$ cat config.mk
export PLATFORM = sky130hd
export DESIGN_NAME = aftab_restoring_divider
export DESIGN_NICKNAME = d
export VERILOG_FILES = /design/src/rtl/aftab_restoring_divider.sv
export SDC_FILE = /design/constraint.sdc
export NUM_CORES = 1
export LEC_CHECK = 0
export ABC_CLOCK_PERIOD_IN_PS = 2900
export CELL_PAD_IN_SITES_DETAIL_PLACEMENT = 1
export CELL_PAD_IN_SITES_GLOBAL_PLACEMENT = 1
export CORE_UTILIZATION = 30
export CTS_CLUSTER_DIAMETER = 120
export DETAILED_ROUTE_END_ITERATION = 8
export MAX_ROUTING_LAYER = met4
export PLACE_DENSITY_LB_ADDON = 0.1
export SLEW_MARGIN = 5
export SYNTH_ARGS = -nofsm -noshare
export SYNTH_HDL_FRONTEND = slang
export SYNTH_SLANG_ARGS = --single-unit
$ cat constraint.sdc
create_clock -name clk -period 2.9 [get_ports clk]
set_input_delay 0.87 -clock clk [delete_from_list [all_inputs] [get_ports clk]]
set_output_delay 0.87 -clock clk [all_outputs]
set_load 0.05 [all_outputs]
$ cat src/rtl/aftab_restoring_divider.sv
// aftab_restoring_divider: signed restoring divider producing one quotient bit per cycle.
// Results are corrected for sign in FIX and hold until the next operation updates them.
module aftab_restoring_divider #(
  parameter int size = 33
) (
  input  logic            clk,
  input  logic            rst,
  input  logic            start,
  input  logic [size-1:0] dividend,
  input  logic [size-1:0] divisor,
  output logic            done,
  output logic            busy,
  output logic [size-1:0] quotient,
  output logic [size-1:0] remainder,
  output logic            dbz
);
  localparam int CW = $clog2(size + 1);
  typedef enum logic [2:0] {IDLE, LOAD, DIVIDE, FIX, DONE} state_t;
  state_t state_q, state_d;
  logic [size-1:0] a_q, a_d, b_q, b_d, qr_q, qr_d, dm_q, dm_d, quot_q, quot_d, rem_q, rem_d;
  logic [size:0] pr_q, pr_d;
  logic [size+1:0] diff;
  logic [CW-1:0] cnt_q, cnt_d;
  logic qneg_q, qneg_d, rneg_q, rneg_d, dbz_q, dbz_d, done_q, done_d, busy_q, busy_d;
  // Trial subtraction of the shifted partial remainder; the top bit is the borrow.
  assign diff = {pr_q, qr_q[size-1]} - {2'b0, dm_q};
  always_comb begin
    state_d = state_q;
    a_d     = a_q;
    b_d     = b_q;
    qr_d    = qr_q;
    dm_d    = dm_q;
    pr_d    = pr_q;
    cnt_d   = cnt_q;
    qneg_d  = qneg_q;
    rneg_d  = rneg_q;
    quot_d  = quot_q;
    rem_d   = rem_q;
    dbz_d   = dbz_q;
    done_d  = state_q == DONE;
    busy_d  = done_q ? 1'b0 : busy_q;
    case (state_q)
      IDLE: if (start && !busy_q) begin
        a_d     = dividend;
        b_d     = divisor;
        busy_d  = 1'b1;
        state_d = LOAD;
      end
      LOAD: begin
        qr_d    = a_q[size-1] ? -a_q : a_q;
        dm_d    = b_q[size-1] ? -b_q : b_q;
        qneg_d  = a_q[size-1] ^ b_q[size-1];
        rneg_d  = a_q[size-1];
        dbz_d   = b_q == '0;
        pr_d    = '0;
        cnt_d   = CW'(size);
        quot_d  = b_q == '0 ? '1 : quot_q;
        rem_d   = b_q == '0 ? a_q : rem_q;
        state_d = b_q == '0 ? DONE : DIVIDE;
      end
      DIVIDE: begin
        pr_d    = diff[size+1] ? {pr_q[size-1:0], qr_q[size-1]} : diff[size:0];
        qr_d    = {qr_q[size-2:0], ~diff[size+1]};
        cnt_d   = cnt_q - CW'(1);
        state_d = cnt_q == CW'(1) ? FIX : DIVIDE;
      end
      FIX: begin
        quot_d  = qneg_q ? -qr_q : qr_q;
        rem_d   = rneg_q ? -pr_q[size-1:0] : pr_q[size-1:0];
        state_d = DONE;
      end
      default: state_d = IDLE;
    endcase
  end
  always_ff @(posedge clk or negedge rst) begin
    if (!rst) begin
      state_q <= IDLE;
      a_q     <= '0;
      b_q     <= '0;
      qr_q    <= '0;
      dm_q    <= '0;
      pr_q    <= '0;
      cnt_q   <= '0;
      qneg_q  <= 1'b0;
      rneg_q  <= 1'b0;
      quot_q  <= '0;
      rem_q   <= '0;
      dbz_q   <= 1'b0;
      done_q  <= 1'b0;
      busy_q  <= 1'b0;
    end else begin
      state_q <= state_d;
      a_q     <= a_d;
      b_q     <= b_d;
      qr_q    <= qr_d;
      dm_q    <= dm_d;
      pr_q    <= pr_d;
      cnt_q   <= cnt_d;
      qneg_q  <= qneg_d;
      rneg_q  <= rneg_d;
      quot_q  <= quot_d;
      rem_q   <= rem_d;
      dbz_q   <= dbz_d;
      done_q  <= done_d;
      busy_q  <= busy_d;
    end
  end
  assign done      = done_q;
  assign busy      = busy_q;
  assign quotient  = quot_q;
  assign remainder = rem_q;
  assign dbz       = dbz_q;
endmodule

==> results of run 1 <==
layout make-up:
| type | count | area, sq um | share of cell area |
|---|---|---|---|
| repair buffers | 421 | 3900 | 0.193 |
| multi-input cells | 1114 | 8210 | 0.405 |
| clock inverters | 11 | 144 | 0.00710 |
| inverters | 58 | 218 | 0.0107 |
| flip-flops and latches | 246 | 6160 | 0.304 |
| well taps | 607 | 759 | 0.0375 |
| clock buffers | 42 | 866 | 0.0427 |
per-layer routing:
| metal | GRT usage | share of wire |
|---|---|---|
| met1 | 0.254 | 0.44 |
| met3 | 0.0211 | 0.026 |
| met4 | 0.0586 | 0.034 |
| met2 | 0.347 | 0.49 |
| met5 | - | 0 |
state kept, by name, indices dropped and copies added (netlist names):
register   flops
rneg_q         1
pr_q          34
remainder     33
qr_q          33
a_q           33
done           1
cnt_q          6
b_q           33
qneg_q         1
dbz            1
state_q        3
quotient      33
dm_q          33
busy           1
synth_stat cells, types with 3 or more instances:
master	number
dfrtp_1	246
xnor2_1	60
buf_2	8
or4_1	17
a211oi_1	10
o21ai_0	192
nor3b_1	4
o21bai_1	4
ha_1	39
nor2b_1	10
xor2_1	94
clkbuf_1	75
a21o_1	16
or4_4	3
nor4_1	10
buf_1	6
mux2_2	66
and3_1	5
and2_1	8
nand2b_1	11
o31ai_1	33
nand4_1	10
o21ai_1	3
o22ai_1	11
nand3_1	11
a22oi_1	33
o221ai_1	3
nor3_1	27
mux2i_1	30
nand2_1	168
o221a_2	3
inv_1	57
a31oi_1	19
o21a_1	3
nand3b_1	3
or3_1	17
o41ai_1	19
a21oi_1	66
nor2_1	71
or2_2	3
power by group through the flow:
stage	clock (uW)	sequential (uW)	combinational [uW]
detailed placement	0	6720	17000
CTS	3980	6700	17800
global route	4100	6970	20500
global placement	0	6670	16600
floorplan	0	8000	8600
finish	3860	6770	18800
repair_timing:
action | in CTS | in global routing
gates resized for setup | 71 | 176
buffers inserted | 11 | 24
cloned | 0 | 7
pin swaps | 15 | 49
endpoints found under the setup margin | 61 | 96
hold buffers | 0 | 0
final timing paths:
check	startpoint	endpoint	slack [ns]	depth (start not counted)
min in group clk	done	busy	0.47	1
hold / removal	rst	quotient[0]	0.31	1
max in group asynchronous	rst	remainder[20]	1.88	2
setup / recovery	pr_q[8]	remainder[30]	-0.20	9
hold reg to reg	done	busy	0.47	1
setup reg to reg	pr_q[8]	remainder[30]	-0.20	9
worst max-delay path, delay by kind of cell (launching register included):
family	cells	cell delay [ns]
xor gates and xnor gates	1	0.18
and+or+nand+nor	5	1.95
AOI/OAI and AO/OA	2	0.33
buffers and inverters	1	0.12
DFF	1	0.39
cell usage in the layout (no fill, tap or decap), types with 13 or more instances in the layout:
master and n:
a21o_1 16, a21oi_1 54, a22oi_1 33, a31oi_1 15, buf_12 15, buf_4 236
buf_6 24, clkbuf_16 35, clkdlybuf4s50_1 136, dfrtp_1 243, ha_1 32, inv_1 55
mux2_2 66, mux2i_1 29, nand2_1 157, nor2_1 70, nor3_1 21, o21ai_0 122
o21ai_1 50, o21ai_2 22, o31ai_1 30, o41ai_1 13, or4_1 13, xnor2_1 56
xor2_1 93
cells by family after synthesis:
group / Yosys count / synth area share
XOR/XNOR: 154 / 0.0953
multiplexers: 96 / 0.0737
AO/OA/AOI/OAI: 436 / 0.189
adder cells (fa/ha/maj): 40 / 0.0359
buffers and inverters: 147 / 0.0397
AND/OR/NAND/NOR: 388 / 0.131
flip-flops: 246 / 0.435
per-stage QoR:
| stage | util | power [uW] | cells | instance area (sq um) |
|---|---|---|---|---|
| floorplan | - | 16600 | 1507 | 14200 |
| global placement | 0.386 | 23300 | 2405 | 18000 |
| detailed placement | 0.386 | 23700 | 2405 | 18000 |
| CTS | 0.415 | 28500 | 2469 | 19300 |
| global route | 0.435 | 31600 | 2499 | 20300 |
| finish | 0.435 | 29400 | 2499 | 20300 |
==> summary.txt, run 1 <==
Result of the run = finished, violations left
Violated checks = setup timing
CTS tree = built
Final count of pins violating max slew = 0
Power dissipated by switching net loads = 13300 uW
First-pass GRT wire length = 74.2 mm
Avg Inst Size Synth = 9.39 sq um
Total routed wirelength = 48.7 mm
Data arrival time at the worst-slack endpoint = 3.55 ns
Post-synth EDFFs = 0
Cell Int Power = 16100 uW
Actual transition at the worst max-transition pin = 1.10 ns
Total number of vias = 12479
Type of the tightest min-delay check = input pin to asynchronous set/reset pin
Sequential area share after synthesis = 0.435
Most used cell along the critical path = or3_4
Die span in x = 219 microns
Final-layout setup total negative slack = -1.22 ns
PortBufs = 137
Gate count after technology mapping = 1507
Minimum hold slack = 0.314 ns
Final net count = 1980
Final setup vio count = 23
Number of buffers created by CTS = 30
Setup Slack @ Placement = -0.378 ns
Antenna violations before repair = 1
Yosys warns = 0
Initial core utilization = 0.304
Worst relative slew slack = 0.267
Fraction of final layout cells with drive strength greater than 1 = 0.284
Top area cells in the synthesized netlist = dfrtp_1, o21ai_0, xor2_1
Power share of the sequential group = 0.230
Cell Pwr Density = 1450 nW/um^2
Slowest library cell on the worst path = or4_4
Count of unresolved DRC violations after routing = 0
Standard cell core area = 46600 sq um
Cell type with the largest total area after synthesis = dfrtp_1
Maximum number of pins on one net before global-route repair = 86
Count of cell types in the netlist = 68
Setup crit end kind = flop
Part of the total power dissipated in the clock network = 0.131
Max IR drop VDD = 734 uV
Area of the die = 48100 sq um
Post-DRT Antenna Nets = 0
Critical Path RT = 3.35 ns
Max Freq = 0.323 GHz
Via count of the first global-routing pass = 13022
Mapped cell area = 14200 sq um
Clock Sink Count = 246
Cell chosen for the clock root = clkbuf_16
Final critical-path setup slack = -0.198 ns
Number of top-level pins = 138
TritonRoute pass-1 iters = 4
Fraction of power spent switching nets = 0.453
Chip Height = 219 microns
Area fraction of the dominant cell type after synthesis = 0.435
# fillers = 5266
Maximum count of clock buffers along a single path = 3
Growth of design area from synthesis to finish = 43.2%
Overall global routing resource usage = 0.203
Final Wtd Congestion = 0.845
Period utilisation layout = 1.07
Syn nets = 1616
Class of the most critical setup path = flop to flop
WL per Instance = 19.5 microns
N_diodes = 0
Comb pwr share = 0.638
Number of levels in the clock H-tree = 1
Clock-pin slew of the registers on the worst-case setup and hold paths = 0.06 ns
Clock tree skew after final layout = 0.0237 ns
Slowest Stage Delay on Critical Path = 0.48 ns
Static Leakage = 0.00879 uW
Total congestion overflow after global routing = 0
Initial DRC count = 480
Min Tclk post-route = 3.10 ns
CP Launch Type = flop
Largest fanout of any net on the critical path = 3
Count of final hold-check violations = 0
Detail-routed via count per cell = 4.99
Commonest register cell after synthesis = dfrtp_1
Worst-skew pair later-pin latency = 0.59 ns
Async SR Flop Fraction = 1.00
Number of placement rows = 79
HPWL reported at the end of detailed placement = 36.3 mm
Total of flip-flops plus latches after synthesis = 246
Setup repair after global routing missed its margin = yes
Maxcap violations = 0
CP cell instances = buf_6, or3_4, or3_4, or3_4, or4_4, or4_4, o41ai_4, xor2_1, a21oi_1
No activity file was read; power rests on OpenSTA's default activity.
==> inputs of run 2 (changes only) <==
Settings changed: HOLD_SLACK_MARGIN set to 0.15, PLACE_DENSITY set to 0.58, PLACE_DENSITY_LB_ADDON 0.1 to not set, TNS_END_PERCENT set to 100.
==> run 2 against run 1 <==
The run still ends with setup timing left; sequential share of layout area up 0.22 points; global-route usage down 0.084 points; critical path depth up 4; final cell count down 0.72%; setup slack better by 0.018 ns; clock skew up 0.0019 ns; sequential cell count unchanged; clock power up 1%; combinational power about the same; critical path type unchanged.
==> summary.txt, run 2 (synthesis results as in run 1) <==
Result of the run = finished, violations left
Violated checks = setup timing
Area of the die = 48100 sq um (unchanged)
Buf/Inv on CP = 5 (+4)
Via count of the first global-routing pass = 12977 (-0.35%)
PortBufs = 137 (unchanged)
Flip-flop count of the largest register, all copies and words added = 34 (unchanged)
Final std cells w/o fill = 2481 (-0.72%)
Cell chosen for the clock root = clkbuf_16
Number of levels in the clock H-tree = 1 (unchanged)
Post-Layout Inst Area = 20100 sq um (-0.70%)
TritonRoute pass-1 iters = 4 (unchanged)
Critical Path RT = 3.34 ns (about the same)
Number of buffers created by CTS = 31 (+3.3%)
Maximum count of clock buffers along a single path = 3 (unchanged)
Cell count after placement = 2389 (-0.67%)
Count of final hold-check violations = 0 (unchanged)
Clock Sink Count = 246 (unchanged)
Clock-pin slew of the registers on the worst-case setup and hold paths = 0.06 ns (about the same)
Slowest Stage Delay on Critical Path = 0.45 ns (-0.03 ns)
Static Leakage = 0.00870 uW (-1.0%)
Startpoint of the worst register-to-register path = pr_q[18]
Area taken by flip-flops and latches = 6160 sq um (about the same)
# fillers = 5251 (-0.28%)
CP Launch Type = flop
Final critical-path setup slack = -0.179 ns (+0.0185 ns)
Most used cell along the critical path = buf_12
Period utilisation layout = 1.06 (-0.00637)
Final-layout setup total negative slack = -3.28 ns (-2.06 ns)
Post-detailed-placement cell area = 17800 sq um (-1.0%)
Standard cell core area = 46600 sq um (unchanged)
Growth of design area from synthesis to finish = 42.2%
Total congestion overflow after global routing = 0 (unchanged)
Maximum number of pins on one net before global-route repair = 76 (-12%)
Max IR drop VDD = 766 uV (+4.4%)
Maxcap violations = 0 (unchanged)
Fraction of final layout cells with drive strength greater than 1 = 0.273 (-0.0111)
Register-to-register path setup slack = -0.18 ns (+0.02 ns)
Chip Height = 219 microns (unchanged)
Logic depth of the worst path, buffers included = 13 (+4)
Final count of pins violating max slew = 0 (unchanged)
Initial core utilization = 0.304 (unchanged)
Type of the tightest min-delay check = input pin to asynchronous set/reset pin
HPWL reported at the end of detailed placement = 35.5 mm (-2.3%)
Crit path from = pr_q[18]
Final net count = 1959 (-1.1%)
Cell Pwr Density = 1490 nW/um^2 (+2.5%)
Data arrival time at the worst-slack endpoint = 3.52 ns (-0.03 ns)
Largest fanout of any net on the critical path = 6 (+3)
CTS tree = built
Initial DRC count = 532 (+11%)
Overall global routing resource usage = 0.203 (-0.000835)
Final Wtd Congestion = 0.855 (+1.1%)
WL per Instance = 19.5 microns (-0.14%)
Final setup vio count = 35 (+52%)
Min Tclk post-route = 3.08 ns (-0.0185 ns)
Total number of vias = 12496 (+0.14%)
Detail-routed via count per cell = 5.04 (+0.86%)
Antenna violations before repair = 0 (-1)
CP cell instances = ha_4, buf_6, nand4_1, nor4_2, buf_4, inv_1, o221ai_4, or3_4, and3_4, buf_12, buf_12, mux2i_1, o21ai_1
Setup crit end kind = flop
Number of top-level pins = 138 (unchanged)
Worst setup path endpoint = pr_q[19]
Total routed wirelength = 48.3 mm (-0.86%)
Actual transition at the worst max-transition pin = 1.12 ns (+0.0243 ns)
Capturing point of the worst reg2reg path = pr_q[19]
Die span in x = 219 microns (unchanged)
Setup repair after global routing missed its margin = yes
Class of the most critical setup path = flop to flop
Most frequent cells in the layout = dfrtp_1, buf_4, nand2_1, clkdlybuf4s50_1, o21ai_0
Number of placement rows = 79 (unchanged)
Area used by multi-input combinational logic = 8180 sq um (-0.40%)
N_diodes = 0 (unchanged)
First-pass GRT wire length = 74.2 mm (-0.11%)
Worst relative slew slack = 0.251 (-0.0162)
Most flops, register = pr_q
Worst-skew pair later-pin latency = 0.60 ns (about the same)
Clock tree skew after final layout = 0.0256 ns (+0.00194 ns)
Post-layout util = 0.432 (-0.00304)
Count of unresolved DRC violations after routing = 0 (unchanged)
Slowest library cell on the worst path = dfrtp_1
Leading cell type in the layout, fill and taps excluded = dfrtp_1
Post-DRT Antenna Nets = 0 (unchanged)
Category of cells accounting for the largest share of critical-path delay = simple AND/OR/NAND/NOR gates
Max Freq = 0.325 GHz (+0.60%)
Depth of the worst register-to-register path = 13 (+4)
## run 2: worst min path at each step
stage,from,end
after detailed placement,dm_q[12],dm_q[12]
after floorplan,cnt_q[5],cnt_q[5]
after CTS,rst,quotient[0]
final,rst,quotient[0]
after global placement,done,busy
after global routing,rst,quotient[0]
## run 2: report_power, final
group          internal, uW  leakage, uW  switching [uW]
clock                  2330     0.000501            1570
combinational          9000      0.00518           10100
sequential             5060      0.00303            1820
## run 2: what timing repair did
item,CTS,global route
hold buffers,0,0
gates resized for setup,94,154
buffers inserted,11,16
pin swaps,24,47
endpoints found under the setup margin,97,105
gates cloned,3,7
## run 2: through the flow
| stage | setup WS (ns) | hold slack [ns] | power, uW |
|---|---|---|---|
| 5_1_grt | -0.259 | 0.236 | 32100 |
| 4_1_cts | -0.163 | 0.207 | 28700 |
| 6_report | -0.179 | 0.212 | 29900 |
| 2_1_floorplan | -0.0708 | 0.446 | 16600 |
| 3_3_place_gp | -0.252 | 0.450 | 23000 |
| 3_5_place_dp | -0.336 | 0.470 | 23500 |
## run 2: routing by layer
metal / part of all wire / global-route usage / vias up
met5: 0 / - / -
met4: 0.031 / 0.0586 / 0
met3: 0.029 / 0.0182 / 67
met2: 0.50 / 0.344 / 179
met1: 0.44 / 0.256 / 6172
li1: - / - / 6078
## run 2: area by class of cell
class / count / share of cell area
clock buffer: 47 / 0.0450
multi-input combinational: 1114 / 0.407
inverter: 58 / 0.0108
tap: 607 / 0.0377
clock inverter: 10 / 0.00634
sequential: 246 / 0.306
timing repair buffer: 399 / 0.187
==> inputs of run 3 (changes only) <==
Settings changed: ABC_CLOCK_PERIOD_IN_PS 2900 to 3590, CELL_PAD_IN_SITES_DETAIL_PLACEMENT 1 to 0, PLACE_DENSITY 0.58 to 0.56.
Clock period 2.9 ns to 3.59 ns, I/O delays scaled along.
==> run 3 against run 2 <==
The flow now finishes without violations; cell area shrank 13%; final cell count shrank 8.1%; via count shrank 8.6%; hold slack gained 0.23 ns; count of clock-buffer cells in the layout shrank 1; routed wire length shrank 12%; non-clock buffer count shrank 199; die area is the same; clock power shrank 19%; sequential share of layout area grew 4.5 points; first-iteration DRC count grew 4.3%; global-route usage shrank 1.7 points.
==> summary.txt, run 3 (synthesis results as in run 1) <==
First-pass GRT wire length = 67.3 mm (-9.2%)
Die span in x = 219 microns (unchanged)
Fraction of final layout cells with drive strength greater than 1 = 0.117 (-0.156)
Standard cell core area = 46600 sq um (unchanged)
Actual transition at the worst max-transition pin = 0.865 ns (-0.259 ns)
Max IR drop VDD = 548 uV (-29%)
Max Freq = 0.302 GHz (-7.1%)
N_diodes = 0 (unchanged)
Final setup vio count = 0 (-100%)
Min Tclk post-route = 3.31 ns (+0.235 ns)
Overall global routing resource usage = 0.185 (-0.0171)
Number of placement rows = 79 (unchanged)
Maximum count of clock buffers along a single path = 3 (unchanged)
Setup crit end kind = flop
Clock-pin slew of the registers on the worst-case setup and hold paths = 0.06 ns (about the same)
CP Launch Type = flop
Most frequent cells in the layout = dfrtp_1, o21ai_0, nand2_1, clkdlybuf4s50_1, xor2_1
Maximum number of pins on one net before global-route repair = 68 (-11%)
Most flops, register = pr_q
Total number of vias = 11421 (-8.6%)
Capturing point of the worst reg2reg path = pr_q[31]
Depth of the worst register-to-register path = 12 (-1)
Leading cell type in the layout, fill and taps excluded = dfrtp_1
Chip Height = 219 microns (unchanged)
Largest fanout of any net on the critical path = 6 (unchanged)
Flip-flop count of the largest register, all copies and words added = 34 (unchanged)
Total routed wirelength = 42.6 mm (-12%)
Startpoint of the worst register-to-register path = pr_q[10]
Worst-skew pair later-pin latency = 0.60 ns (about the same)
Result of the run = completed
Critical Path RT = 4.05 ns (+0.71 ns)
Post-layout util = 0.377 (-0.0553)
Antenna violations before repair = 0 (unchanged)
Number of buffers created by CTS = 31 (unchanged)
Cell chosen for the clock root = clkbuf_16
TritonRoute pass-1 iters = 4 (unchanged)
Register-to-register path setup slack = 0.28 ns (+0.46 ns)
Static Leakage = 0.00744 uW (-15%)
Final-layout setup total negative slack = 0 ns (+3.28 ns)
Via count of the first global-routing pass = 11431 (-12%)
Setup repair after global routing missed its margin = no
Total of cells resized after clock tree synthesis = 0 (-100%)
Post-CTS Repair Setup Buffers = 0 (-11)
Number of top-level pins = 138 (unchanged)
HPWL reported at the end of detailed placement = 32.1 mm (-9.6%)
Number of levels in the clock H-tree = 1 (unchanged)
Detail-routed via count per cell = 5.01 (-0.59%)
Final net count = 1760 (-10%)
Clock Sink Count = 246 (unchanged)
Maxcap violations = 0 (unchanged)
Final Wtd Congestion = 0.883 (+3.2%)
Growth of design area from synthesis to finish = 24.0%
Initial core utilization = 0.304 (unchanged)
CTS tree = built
Total congestion overflow after global routing = 0 (unchanged)
Hold-fix buffers at CTS = 0 (unchanged)
WL per Instance = 18.7 microns (-4.0%)
Clock tree skew after final layout = 0.0188 ns (-0.00687 ns)
Final count of pins violating max slew = 0 (unchanged)
Data arrival time at the worst-slack endpoint = 3.78 ns (+0.26 ns)
Initial DRC count = 555 (+4.3%)
Worst relative slew slack = 0.423 (+0.173)
Type of the tightest min-delay check = input pin to asynchronous set/reset pin
Count of final hold-check violations = 0 (unchanged)
PortBufs = 137 (unchanged)
Area of the die = 48100 sq um (unchanged)
Class of the most critical setup path = flop to flop
Post-DRT Antenna Nets = 0 (unchanged)
Count of unresolved DRC violations after routing = 0 (unchanged)
Cell Pwr Density = 1160 nW/um^2 (-22%)
Period utilisation layout = 0.923 (-0.139)
run 3: area by class of cell:
cell class              instances  area [sq um]
clock inverters                10           140
clock buffers                  46           882
multi-input cells            1114          7450
fillers                      4746         29000
repair buffers                200          1940
flip-flops and latches        246          6160
inverters                      58           218
well taps                     607           759
run 3: report_power, final:
group | total [uW] | internal, uW | switching [uW]
clock network | 3160 | 1900 | 1250
registers | 5670 | 4080 | 1590
logic | 11500 | 4780 | 6670
total | 20300 | 10800 | 9510
run 3: routing by layer:
layer | part of all wire | vias to the layer above | track usage
li1 | - | 5701 | -
met1 | 0.47 | 5460 | 0.245
met2 | 0.47 | 193 | 0.299
met3 | 0.033 | 67 | 0.0205
met4 | 0.032 | 0 | 0.0542
met5 | 0 | - | -
run 3: worst max-delay path by stage:
| stage | cells past startpoint | end | slack [ns] | startpoint |
|---|---|---|---|---|
| 2_1_floorplan | 8 | remainder[30] | 0.62 | pr_q[9] |
| 5_1_grt | 10 | pr_q[5] | 0.01 | pr_q[19] |
| 4_1_cts | 15 | pr_q[31] | 0.24 | qr_q[32] |
| 6_report | 12 | pr_q[31] | 0.28 | pr_q[10] |
| 3_5_place_dp | 15 | pr_q[31] | 0.27 | qr_q[32] |
| 3_3_place_gp | 11 | remainder[29] | 0.33 | b_q[4] |
run 3: critical path: stages, from the launching register on:
cell,delay (ns)
dfrtp_1,0.47
ha_1,0.40
a21o_1,0.21
a21o_1,0.17
a221oi_1,0.42
o221ai_1,0.17
buf_4,0.18
or3_1,0.36
and3_1,0.19
buf_4,0.15
nand3_1,0.07
mux2i_1,0.08
a311o_1,0.33
run 3: per-stage QoR:
step           setup WS (ns)  hold slack, ns  area [sq um]  power [uW]  instances
2_1_floorplan          0.619           0.446         14200       13400       1507
3_3_place_gp           0.329           0.465         16500       17200       2225
3_5_place_dp           0.271           0.472         16500       17300       2225
4_1_cts                0.244           0.436         17500       20500       2281
5_1_grt               0.0115           0.462         17500       22000       2281
6_report               0.276           0.437         17500       20300       2281
==> RTL change 1 (flow settings as in run 1) <==
The parameter `size` goes from 33 to 66.
--- a/src/rtl/aftab_restoring_divider.sv
+++ b/src/rtl/aftab_restoring_divider.sv
@@ -3,3 +3,3 @@
 module aftab_restoring_divider #(
-  parameter int size = 33
+  parameter int size = 66
 ) (
Ports: changed (resized dividend, divisor, quotient and remainder); port bits go from 138 to 270. No check against the original RTL was run, so the function may have changed too.
==> RTL change 1 against run 1 <==
  * The flow still finishes with violations (setup timing)
  * Routed wire length grew 130%
  * First-iteration DRC count grew to 2.7 times the old value
  * Sequential cell count increased by 232
  * Cell area grew 110%
  * Worst setup slack got worse by 960 ps
  * Total power rose by 120%
  * Synthesized area is 98% higher
  * Critical path type unchanged
  * Largest cell class unchanged
  * Largest power group unchanged
==> RTL change 1: results (changes against run 1) <==
run status finished, violations left; failing checks setup timing; global-route met1 utilization 0.326 (+0.0722); half-perimeter wire length after detailed placement 83.0 mm (+130%); Max VDD drop 0.720 mV (-1.9%); routed vias 26600 (+110%); count of routing violations after the opening detailed-route iteration 1288 (+170%); beginning of the worst register-to-register path pr_q[30]; portion of the post-synthesis area used by sequential elements 0.427 (-0.00840); via count of the first global-routing pass 28700 (+120%); total of warnings raised by yosys 0 (unchanged); top area cells in the synthesized netlist dfrtp_1, xor2_1, o21ai_0, mux2_2, nand2_1; slack of the critical path -1150 ps (-956 ps); count of cells along the worst register-to-register path 10 (+1); initial antenna violation count 0 (-1); Placer Congestion 0.898 (+6.3%); Startpoint Class flip-flop; met2 Resource Use GR 0.399 (+0.0521); last element of the critical path remainder[58]; Arrival @ worst endpoint 4610 ps (+1060 ps); share of post-route cells with drive strength above 1 0.341 (+0.0574); CTS Root Cell clkbuf_16; asr flop ratio synth 1.00 (unchanged); commonest register cell after synthesis dfrtp_1; area after detailed placement 0.0372 mm² (+110%); worst clock skew 46.6 ps (+22.9 ps); global-route usage over all layers 0.244 (+0.0407); met3 Use GR 0.0242 (+0.00316); unique cell type count in the Yosys netlist 68 (unchanged); first-pass GRT wire length 175 mm (+140%); setup TNS -90060 ps (-88830 ps); cell class contributing the biggest share of worst-path delay simple AND/OR/NAND/NOR gates; clock insertion delay at the later pin of the skew report 680 ps (+90 ps); register with the most flip-flops pr_q; max reg flops 67 (+97%); H-tree levels 2 (+1); total length of routed wires 113 mm (+130%); switching pwr 29.9 mW (+120%); TritonCTS Buffers 60 (+100%); Nets 4105 (+110%); count of fill cells added during filler insertion 10100 (+92%); number of port buffers 269 (+96%); number of search-and-repair iterations in the first detailed-routing pass 5 (+1); buffers from clock root to sink, at most 3 (unchanged); worst-case setup slack after placement -1110 ps (-727 ps); longest individual stage delay on the worst path 530 ps (+50 ps); Max stage delay cell, worst path or4_4; synth cell count leaders dfrtp_1, o21ai_0, nand2_1, xor2_1, a21oi_1; Final Setup Violations 233 (+910%); leak pwr 18.4 nW (+110%); slew of the pin with the lowest slew margin 928 ps (-171 ps); final hold slack 152 ps (-162 ps); largest net degree at the start of global routing 211 (+150%); nets in the synthesized netlist 3244 (+100%); worst-path maximum fanout 2 (-1); register clock-pin slew on the reported worst setup and hold paths 60 ps (about the same)
-- RTL change 1: cell count changes after synthesis, moves of 33 or more --
cell      before  now
o22ai_1       11   47
ha_1          39   72
nor3_1        27   69
a21oi_1       66  213
inv_1         57   99
a22oi_1       33   66
xor2_1        94  244
nand2_1      168  323
o21ai_0      192  326
clkbuf_1      75  172
mux2_2        66  133
nor2_1        71  152
o31ai_1       33   74
dfrtp_1      246  478
-- RTL change 1: cell type report --
type,count,area [µm²],share of cell area
diodes,2,5.00,0.000116
well taps,1243,1560,0.0361
repair buffers,983,9370,0.218
flip-flops and latches,478,12000,0.278
inverters,99,372,0.00863
clock inverters,33,515,0.0120
clock buffers,79,1740,0.0405
multi-input cells,2275,17500,0.407
-- RTL change 1: through the flow --
stage	std cells	power, mW
CTS	5173	63.6
detailed placement	4963	50.6
global route	5190	68.6
floorplan	3036	34.3
finish	5192	64.4
global placement	4963	49.7
-- RTL change 1: logic make-up (layout without fill, tap and decap cells) --
group,Yosys count,count (layout),share of synthesized area
other cells,0,2,0
buf+inv,286,1194,0.0384
mux,174,174,0.0680
fa+ha+maj,73,73,0.0328
simple gates,792,795,0.135
flops,478,478,0.427
xor+xnor,314,314,0.0981
compound gates,919,919,0.202
-- RTL change 1: metal layers --
metal	wire length, µm	up-vias
met2	53700	413
met1	53200	13400
met5	0	-
met3	3340	128
met4	2390	0
li1	-	12700
-- RTL change 1: how the worst min path moves through the flow --
stage	end	cells past startpoint	startpoint
3_3_place_gp	busy	1	done
2_1_floorplan	cnt_q[5]	1	cnt_q[5]
4_1_cts	quotient[7]	1	rst
5_1_grt	quotient[7]	1	rst
3_5_place_dp	busy	1	done
6_report	quotient[7]	1	rst
-- RTL change 1: power by group through the flow --
| stage | clock (mW) | sequential [mW] | combinational [mW] |
|---|---|---|---|
| finish | 8.49 | 13.3 | 42.5 |
| global route | 8.94 | 13.7 | 46.0 |
| CTS | 8.70 | 13.3 | 41.6 |
| detailed placement | 0 | 13.2 | 37.5 |
| global placement | 0 | 13.0 | 36.7 |
| floorplan | 0 | 15.9 | 18.4 |
-- RTL change 1: what timing repair did --
item / CTS / global route
resized for setup: 340 / 97
setup endpoints to repair: 249 / 271
pin swaps: 146 / 68
buffers inserted: 74 / 25
endpoints found under the hold margin: 0 / 0
cloned: 28 / 2
==> RTL change 2 (config.mk and constraints of run 1) <==
Made on the original files. Take the reset off `a_q` and load it in a clocked block of its own.
--- a/src/rtl/aftab_restoring_divider.sv
+++ b/src/rtl/aftab_restoring_divider.sv
@@ -77,3 +77,2 @@
       state_q <= IDLE;
-      a_q     <= '0;
       b_q     <= '0;
@@ -92,3 +91,2 @@
       state_q <= state_d;
-      a_q     <= a_d;
       b_q     <= b_d;
@@ -107,2 +105,6 @@
   end
+
+  always_ff @(posedge clk) begin
+    a_q <= a_d;
+  end
   assign done      = done_q;
Function: no difference found for any inputs over 4 cycles, from zero or initial values and one cycle with rst low; that may be too few to reach the edited logic, so the function may still have changed.
==> RTL change 2 against run 1 <==
  * The run still ends with setup timing left
  * Sequential share of layout area increased by 2.3 points
  * Critical path depth increased by 4
  * First-iteration DRC count increased by 24%
  * Routed wire length decreased by 6.6%
  * Sequential cell count unchanged
  * Cell area decreased by 4.7%
  * Synthesized area decreased by 2.2%
  * Worst setup slack got worse by 31 ps
  * Non-clock buffer count decreased by 46
  * Count of clock-buffer cells in the layout decreased by 3
  * Total power decreased by 6.8%
  * Clock power decreased by 1%
  * Critical endpoint is now pr_q[33]
  * Largest cell class unchanged
==> RTL change 2: results (changes against run 1) <==
count of fill cells added during filler insertion 5242 (-0.46%); share of post-route cells with drive strength above 1 0.207 (-0.0767); TritonCTS Buffers 31 (+3.3%); Final Setup Violations 102 (+340%); CTS Root Cell clkbuf_16; worst clock skew 20.4 ps (-3.29 ps); met2 Resource Use GR 0.328 (-0.0195); total of warnings raised by yosys 0 (unchanged); total length of routed wires 45.5 mm (-6.6%); failing checks setup timing; count of routing violations after the opening detailed-route iteration 594 (+24%); unique cell type count in the Yosys netlist 71 (+4.4%); first-pass GRT wire length 72.4 mm (-2.5%); buffers from clock root to sink, at most 3 (unchanged); worst min-delay path class primary input to async pin; worst-path maximum fanout 4 (+1); largest net degree at the start of global routing 67 (-22%); routed vias 12300 (-1.4%); number of search-and-repair iterations in the first detailed-routing pass 5 (+1); Seq pwr share 0.233 (+0.003); run status finished, violations left; Slew Viols, Final 0 (unchanged); area after detailed placement 0.0173 mm² (-3.4%); synth cell count leaders nand2_1, dfrtp_1, o21ai_0, xor2_1, nor2_1; worst-case headroom to the max-slew limit 0.406 (+0.139); global-route met1 utilization 0.259 (+0.00575); Nets 1967 (-0.66%); max reg flops 34 (unchanged); number of enable-type register cells in the synthesized netlist 33 (+33); cell class contributing the biggest share of worst-path delay compound AO/OA/AOI/OAI gates; Arrival @ worst endpoint 3620 ps (+70 ps); Max VDD drop 0.620 mV (-15%); portion of the post-synthesis area used by sequential elements 0.457 (+0.0218); setup TNS -14440 ps (-13220 ps); met3 Use GR 0.0214 (+0.000316); top area cells in the synthesized netlist dfrtp_1, edfxtp_1, nand2_1, xor2_1, o21ai_0; nets in the synthesized netlist 1650 (+2.1%); asr flop ratio synth 0.866 (-0.134); Placer Congestion 0.844 (-0.18%); total power 27.4 mW (-6.8%); half-perimeter wire length after detailed placement 33.0 mm (-9.0%); slack of the critical path -229 ps (-30.7 ps); clock power share 0.139 (+0.008); initial antenna violation count 1 (unchanged); via count of the first global-routing pass 13000 (-0.55%); clock insertion delay at the later pin of the skew report 580 ps; worst-case setup slack after placement -386 ps (-8.45 ps); leak pwr 8.37 nW (-4.9%); register with the most flip-flops pr_q; longest individual stage delay on the worst path 380 ps (-100 ps); placed instance count 2396 (-0.37%); number of port buffers 137 (unchanged); Post-Syn Instances 1541 (+2.3%); wire length per cell 18.3 µm (-6.1%); cell internal power dissipation 14.9 mW (-7.4%); Max stage delay cell, worst path dfrtp_1; global-route usage over all layers 0.198 (-0.00496)
RTL change 2: cell count changes after synthesis, moves of 9 or more:
cell / delta
xnor2_1: -12
nor2_1: +21
a21oi_1: +15
xor2_1: +9
o21ai_1: +38
mux2i_1: -23
edfxtp_1: +33
nand2_1: +86
mux2_2: -66
dfrtp_1: -33
or3_1: +11
o21ai_0: -57
RTL change 2: kinds of logic after synthesis:
family | count (synthesis) | synth area share
mux | 7 | 0.00506
compound gates | 444 | 0.197
buf+inv | 150 | 0.0434
xor+xnor | 151 | 0.0956
fa+ha+maj | 40 | 0.0367
flops | 246 | 0.457
simple gates | 503 | 0.166
RTL change 2: per-layer routing:
metal  share of wire  vias up
met3           0.030       49
met4           0.021        0
met2            0.48      153
li1                -     6096
met1            0.46     6009
met5               0        -
RTL change 2: path summary, 6_finish.rpt:
path	from	end	slack, ps	cells past startpoint
max	qr_q[32]	pr_q[33]	-230	13
min	rst	quotient[8]	270	1
min reg2reg	dm_q[15]	dm_q[15]	480	2
max in group asynchronous	rst	quotient[0]	1890	2
min in group clk	dm_q[15]	dm_q[15]	480	2
max reg2reg	qr_q[32]	pr_q[33]	-230	13
RTL change 2: timing repair:
item,in CTS,in global routing
resized for setup,85,60
setup endpoints to repair,118,120
pin swaps,13,27
gates cloned,5,4
buffers inserted,15,9
hold buffers,0,0
RTL change 2: cell type report:
cell class                      instances  area [µm²]  area share
Multi-Input combinational cell       1145        7530       0.390
Timing Repair Buffer                  375        3490       0.181
Clock buffer                           39         826      0.0428
Sequential cell                       246        6320       0.327
Tap cell                              600         751      0.0389
Antenna cell                            2        5.00    0.000259
Clock inverter                         19         168     0.00868
Inverter                               59         224      0.0116
